===== config.mk =====
export PLATFORM = sky130hd
export DESIGN_NAME = pwm_multi_channel
export DESIGN_NICKNAME = d
export VERILOG_FILES = /design/src/rtl/pwm_multi_channel.sv
export SDC_FILE = /design/constraint.sdc
export NUM_CORES = 2
export LEC_CHECK = 0
export ABC_CLOCK_PERIOD_IN_PS = 24600
export BUFFER_PORTS_ARGS = -buffer_cell sky130_fd_sc_hd__buf_2
export CAP_MARGIN = 40
export CORE_ASPECT_RATIO = 1.5
export CORE_UTILIZATION = 25
export CTS_BUF_LIST = sky130_fd_sc_hd__clkbuf_8
export CTS_CLUSTER_DIAMETER = 60
export DETAILED_ROUTE_END_ITERATION = 16
export MAX_ROUTING_LAYER = met4
export PLACE_DENSITY = 0.46
export RECOVER_POWER = 25
export SLEW_MARGIN = 20
export SYNTH_ARGS = -nofsm -noshare
export SYNTH_HDL_FRONTEND = slang
export SYNTH_SLANG_ARGS = --single-unit
export TNS_END_PERCENT = 100

===== constraint.sdc =====
create_clock -name Clk -period 24.6 [get_ports Clk]
set_input_delay 7.38 -clock Clk [delete_from_list [all_inputs] [get_ports Clk]]
set_output_delay 7.38 -clock Clk [all_outputs]
set_load 0.005 [all_outputs]

===== src/rtl/pwm_multi_channel.sv =====
// Multi-channel PWM generator: one shared period counter feeding NUM_CH duty
// comparators. Period/duty updates are double-buffered and switch over only at
// a period boundary so outputs never show runt pulses.
// Optional build macro: PWM_CENTER_ALIGNED_EN adds center_i for up/down
// (center-aligned) counting.
module pwm_multi_channel #(
    parameter int CNT_W  = 16,
    parameter int NUM_CH = 4,
    parameter int DUTY_W = 8
) (
    input  logic                     Clk,
    input  logic                     Rst,
    input  logic                     En,
    input  logic [CNT_W-1:0]         period_i,
    input  logic [NUM_CH*DUTY_W-1:0] duty_i,
    input  logic                     load_i,
`ifdef PWM_CENTER_ALIGNED_EN
    input  logic                     center_i,
`endif
    output logic                     load_ack_o,
    output logic                     period_tick_o,
    output logic [NUM_CH-1:0]        pwm_o,
    output logic                     busy_o
);

    localparam int TH_W   = CNT_W + 1;
    localparam int PROD_W = CNT_W + 1 + DUTY_W;

    typedef enum logic {IDLE, RUN} state_t;

    // Threshold = ((P+1) * duty) >> DUTY_W; a full-scale duty saturates so
    // the comparator is always true and the channel stays high.
    function automatic logic [TH_W-1:0] calc_th(input logic [CNT_W-1:0]  p,
                                                 input logic [DUTY_W-1:0] d);
        logic [PROD_W-1:0] prod;
        logic [TH_W-1:0]   th;
        prod = PROD_W'({1'b0, p} + TH_W'(1)) * PROD_W'(d);
        th   = prod[PROD_W-1:DUTY_W];
        if (&d) begin
            th = '1;
        end
        return th;
    endfunction

    state_t                    state_q, state_d;
    logic [CNT_W-1:0]          cnt_q, cnt_d;
    logic [CNT_W-1:0]          period_act_q, period_act_d;
    logic [TH_W-1:0]           th_q [NUM_CH];
    logic [TH_W-1:0]           th_d [NUM_CH];
    logic [CNT_W-1:0]          period_pend_q, period_pend_d;
    logic [NUM_CH*DUTY_W-1:0]  duty_pend_q, duty_pend_d;
    logic                      pend_q, pend_d;
    logic                      ack_q, ack_d;
    logic                      tick_q, tick_d;
    logic [NUM_CH-1:0]         pwm_q, pwm_d;
    logic                      busy_q, busy_d;

    logic                      apply;
    logic [CNT_W-1:0]          src_period;
    logic [NUM_CH*DUTY_W-1:0]  src_duty;
    logic                      wrap;
    logic [CNT_W-1:0]          cnt_next;

`ifdef PWM_CENTER_ALIGNED_EN
    logic                      center_q, center_d;
    logic                      dir_q, dir_d;
    logic                      dir_next;
`endif

    // Next-state logic: counter sequencing, load buffering and output compare.
    always_comb begin
        state_d       = state_q;
        cnt_d         = cnt_q;
        period_act_d  = period_act_q;
        th_d          = th_q;
        period_pend_d = period_pend_q;
        duty_pend_d   = duty_pend_q;
        pend_d        = pend_q;
        ack_d         = 1'b0;
        tick_d        = 1'b0;
        pwm_d         = '0;
        apply         = 1'b0;
        src_period    = period_pend_q;
        src_duty      = duty_pend_q;
        wrap          = (cnt_q == period_act_q);
        cnt_next      = cnt_q + CNT_W'(1);
`ifdef PWM_CENTER_ALIGNED_EN
        center_d      = center_q;
        dir_d         = dir_q;
        dir_next      = dir_q;
        if (center_q) begin
            wrap = 1'b0;
            if (!dir_q) begin
                if (cnt_q == period_act_q) begin
                    if (period_act_q <= CNT_W'(1)) begin
                        wrap = 1'b1;
                    end else begin
                        cnt_next = period_act_q - CNT_W'(1);
                        dir_next = 1'b1;
                    end
                end
            end else begin
                if (cnt_q <= CNT_W'(1)) begin
                    wrap = 1'b1;
                end else begin
                    cnt_next = cnt_q - CNT_W'(1);
                end
            end
        end
`endif

        case (state_q)
            IDLE: begin
                cnt_d = '0;
`ifdef PWM_CENTER_ALIGNED_EN
                dir_d    = 1'b0;
                center_d = center_i;
`endif
                if (load_i) begin
                    apply      = 1'b1;
                    src_period = period_i;
                    src_duty   = duty_i;
                    ack_d      = 1'b1;
                end
                if (En) begin
                    state_d = RUN;
                end
            end
            RUN: begin
                if (!En) begin
                    state_d = IDLE;
                    cnt_d   = '0;
`ifdef PWM_CENTER_ALIGNED_EN
                    dir_d   = 1'b0;
`endif
                end else begin
                    for (int k = 0; k < NUM_CH; k++) begin
                        pwm_d[k] = ({1'b0, cnt_q} < th_q[k]);
                    end
                    if (wrap) begin
                        cnt_d  = '0;
                        tick_d = 1'b1;
`ifdef PWM_CENTER_ALIGNED_EN
                        dir_d    = 1'b0;
                        center_d = center_i;
`endif
                        if (pend_q) begin
                            apply  = 1'b1;
                            ack_d  = 1'b1;
                            pend_d = 1'b0;
                        end
                    end else begin
                        cnt_d = cnt_next;
`ifdef PWM_CENTER_ALIGNED_EN
                        dir_d = dir_next;
`endif
                    end
                end
                // A load landing on the boundary cycle queues behind the
                // pending data that is being applied right now.
                if (load_i) begin
                    period_pend_d = period_i;
                    duty_pend_d   = duty_i;
                    pend_d        = 1'b1;
                end
            end
            default: state_d = IDLE;
        endcase

        if (apply) begin
            period_act_d = src_period;
            for (int k = 0; k < NUM_CH; k++) begin
                th_d[k] = calc_th(src_period, src_duty[k*DUTY_W +: DUTY_W]);
            end
        end

        busy_d = (state_d == RUN);
    end

    // State and registered outputs, synchronous active-high reset.
    always_ff @(posedge Clk) begin
        if (Rst) begin
            state_q       <= IDLE;
            cnt_q         <= '0;
            period_act_q  <= '0;
            for (int k = 0; k < NUM_CH; k++) begin
                th_q[k] <= '0;
            end
            period_pend_q <= '0;
            duty_pend_q   <= '0;
            pend_q        <= 1'b0;
            ack_q         <= 1'b0;
            tick_q        <= 1'b0;
            pwm_q         <= '0;
            busy_q        <= 1'b0;
`ifdef PWM_CENTER_ALIGNED_EN
            center_q      <= 1'b0;
            dir_q         <= 1'b0;
`endif
        end else begin
            state_q       <= state_d;
            cnt_q         <= cnt_d;
            period_act_q  <= period_act_d;
            th_q          <= th_d;
            period_pend_q <= period_pend_d;
            duty_pend_q   <= duty_pend_d;
            pend_q        <= pend_d;
            ack_q         <= ack_d;
            tick_q        <= tick_d;
            pwm_q         <= pwm_d;
            busy_q        <= busy_d;
`ifdef PWM_CENTER_ALIGNED_EN
            center_q      <= center_d;
            dir_q         <= dir_d;
`endif
        end
    end

    assign load_ack_o    = ack_q;
    assign period_tick_o = tick_q;
    assign pwm_o         = pwm_q;
    assign busy_o        = busy_q;

endmodule


==> out/qor.yml <==
worst_setup_path:
  crit_path_start_kind: "input pin"
  crit_slowest_cell: "buf_4"
  crit_path_end_kind: "register"
  r2r-end: "th_q[15]$_SDFFE_PP0P_"
  critPathKind: "input pin to register"
  worstPathArrival_ns: 15.43
  crit_top_cell: "fa_1"
  r2r_start: "busy_o$_SDFF_PP0_"
  required_ns: 24.92
  max_stage_delay_ns: 0.72
  worstSetupStartpoint: "load_i"
  reg2reg_depth: 24
  worstPathMaxFanout: 40
  ff2ff_setup_slack_ns: 16.00
finish:
  finalCoreUtilization_pct: 28.1
  drive_above_1_share_pct: 9.69
  layout_commonest_cell: "nor2_1"
  fin_nets: 3462
  synthToLayoutAreaGrowth_pct: 11.1
  final_cell_mix: "nor2_1 (581), inv_1 (429), fa_1 (356), ha_1 (230), nand2_1 (165)"
grt:
  met1_usage_pct: 19.1
  met2_usage_pct: 31.2
  grt_max_degree: 64
  busiest_layer: "met2"
  grtUsageMet3_pct: 1.70
  antenna_found_initial: 4
  grt_use_total_pct: 17.1
  grt_pass1_vias: 20500
  grt_pass1_wl_um: 120000
  grt_overflow: 0
clock_tree:
  root_buffer: "clkbuf_8"
  cts_inserted_buffers: 17
  clock-sinks: 156
  clk_latency_ns: 0.56
  cts_hold_buf: 0
  cts_tree: "done"
  htree_levels: 4
  postCtsSetupBuffers: 0
  clk_path_buf_depth: 2
  post_cts_resized: 0
  path_clk_slew_ns: 0.10
timing:
  tightest_slew_ns: 2.79
  setup_viol: 0
  rsz0062_at_grt: "no"
  tns_ns: 0
  max_slew_margin_pct: -86.0
  finalHoldViolations: 0
  fin_crit_ns: 15.11
  clock.fmax_ghz: 0.0662
  skew_ns: 0.0160
  slew_violations: 122
  fin_crit_sh_pct: 61.4
place:
  dpl.hpwl_um: 56400
  gp_congestion: 0.843
  portBuffers: 58
logic_synthesis:
  synth_cell_type_count: 79
  async_flop_share_pct: 0
  yosys_warnings: 0
  synth_edf_count: 0
  synthCells: 2809
  synth_seq_cells: 156
  syn-num-nets: 3447
  yosysSeqAreaShare_pct: 13.3
  yosysTopAreaCellShare_pct: 30.3
  synth_area_um2: 23500
  yosysTopAreaCell: "fa_1"
  avgSynthCellArea_um2: 8.38
  synth_flop_cell: "dfxtp_1"
  ys_top_cells_by_area: "fa_1 (30%), dfxtp_1 (13%), ha_1 (12%), nor2_1 (9.3%), inv_1 (6.8%)"
run_status:
  status: "finished with violations"
  violations: "max-capacitance violations, max-slew violations"
floorplan:
  die_w_um: 252
  start_util_pct: 25.3
  io_pins: 59
  std_cell_rows: 137
  core_um2: 93100
  die_height_um: 378
  fp.dieArea_um2: 95400
power_and_ir_drop:
  p_leak_nw: 12.6
  p_per_area_nw_per_um2: 35.6
  total_power_mw: 0.931
  peakVddDrop_uv: 34.9
detailed_routing:
  drtIter0Drc: 915
  vias_per_cell: 4.71
  wl_per_cell_um: 18.7
  vias: 19300
  first_pass_iters: 7
  antenna_left: 0
  wirelength_um: 76400
  drc_errors: 0
worst_hold_path:
  hold_depth: 2
  hold_end: "duty_pend_q[23]$_SDFFE_PP0P_"
  hold_path_startpoint: "duty_pend_q[23]$_SDFFE_PP0P_"
  hold_class: "register to register"
flow_run:
  max_cap_viol_count: 3
[stage by stage]
step	instances	cell area, um2	hold slack [ns]	setup WS (ns)
after global routing	4092	26100	0.476	8.85
final	4092	26100	0.458	9.49
after floorplan	2809	23500	0.436	10.33
after CTS	4088	26200	0.462	9.62
after global placement	4047	25600	0.441	9.11
after detailed placement	4056	25800	0.447	9.00
[Yosys cell counts, types with 7 or more instances]
| library cell | n |
|---|---|
| inv_1 | 428 |
| nor4_1 | 8 |
| and2_1 | 11 |
| nand2_1 | 166 |
| nor3_1 | 25 |
| o211ai_1 | 8 |
| xnor2_1 | 49 |
| a21o_1 | 59 |
| xor2_1 | 40 |
| ha_1 | 230 |
| nand3_1 | 31 |
| dfxtp_1 | 156 |
| a21oi_1 | 103 |
| nand4_1 | 16 |
| a31oi_1 | 19 |
| a311oi_1 | 7 |
| fa_1 | 356 |
| or3_1 | 10 |
| o21a_1 | 7 |
| nor2_1 | 581 |
| mux2i_1 | 51 |
| a211oi_1 | 62 |
| o21ai_0 | 45 |
| clkbuf_1 | 114 |
| nand2b_1 | 11 |
| buf_2 | 18 |
| and3_1 | 12 |
| or2_2 | 62 |
| a2111oi_0 | 9 |
[area by class of cell]
cell class / count / area [um2]
clock buffer: 21 / 289
inverter: 429 / 1610
fill: 10100 / 66900
sequential: 156 / 3120
multi-input combinational: 2082 / 18500
timing repair buffer: 138 / 931
antenna: 4 / 10.0
clock inverter: 11 / 115
tap: 1251 / 1570
[kinds of logic (layout without fill, tap and decap cells)]
family / Yosys count / after routing / synth area share (%)
buffers and inverters: 571 / 599 / 9.33
other: 0 / 4 / 0
adders and majority gates: 586 / 586 / 42.5
muxes: 56 / 56 / 2.45
AOI/OAI and AO/OA: 382 / 382 / 11.3
xor gates and xnor gates: 89 / 89 / 3.31
DFF: 156 / 156 / 13.3
and+or+nand+nor: 969 / 969 / 17.8
[worst max-delay path: cells and delay by family]
family / cells / cell delay (ns)
XOR/XNOR: 2 / 0.37
AO/OA/AOI/OAI: 6 / 1.50
AND/OR/NAND/NOR: 5 / 1.68
adder cells (fa/ha/maj): 5 / 2.34
multiplexers: 1 / 0.30
buffers and inverters: 6 / 1.79
[power by group]
group / leakage [nW] / switching, mW / internal (mW)
logic: 11.1 / 0.271 / 0.163
clock network: 0.217 / 0.119 / 0.100
registers: 1.28 / 0.00904 / 0.268
total: 12.6 / 0.399 / 0.531
[flip-flops by register name (all words and copies together) (netlist names)]
name           flops
cnt_q             16
th_q              68
period_act_q      16
period_pend_q     16
busy_o             1
pwm_o              4
pend_q             1
duty_pend_q       32
period_tick_o      1
load_ack_o         1
[worst max-delay path by stage]
stage,end,cells after the start
5_1_grt,th_q[15]$_SDFFE_PP0P_,25
4_1_cts,th_q[15]$_SDFFE_PP0P_,25
3_3_place_gp,th_q[66]$_SDFFE_PP0P_,26
2_1_floorplan,th_q[15]$_SDFFE_PP0P_,29
6_report,th_q[15]$_SDFFE_PP0P_,25
3_5_place_dp,th_q[15]$_SDFFE_PP0P_,25
[routing by layer]
metal	vias to the layer above	routed length (um)
met5	-	0
met2	379	40200
li1	8978	-
met3	118	2390
met1	9812	31300
met4	0	2510
(Power assumes the default switching activity.)
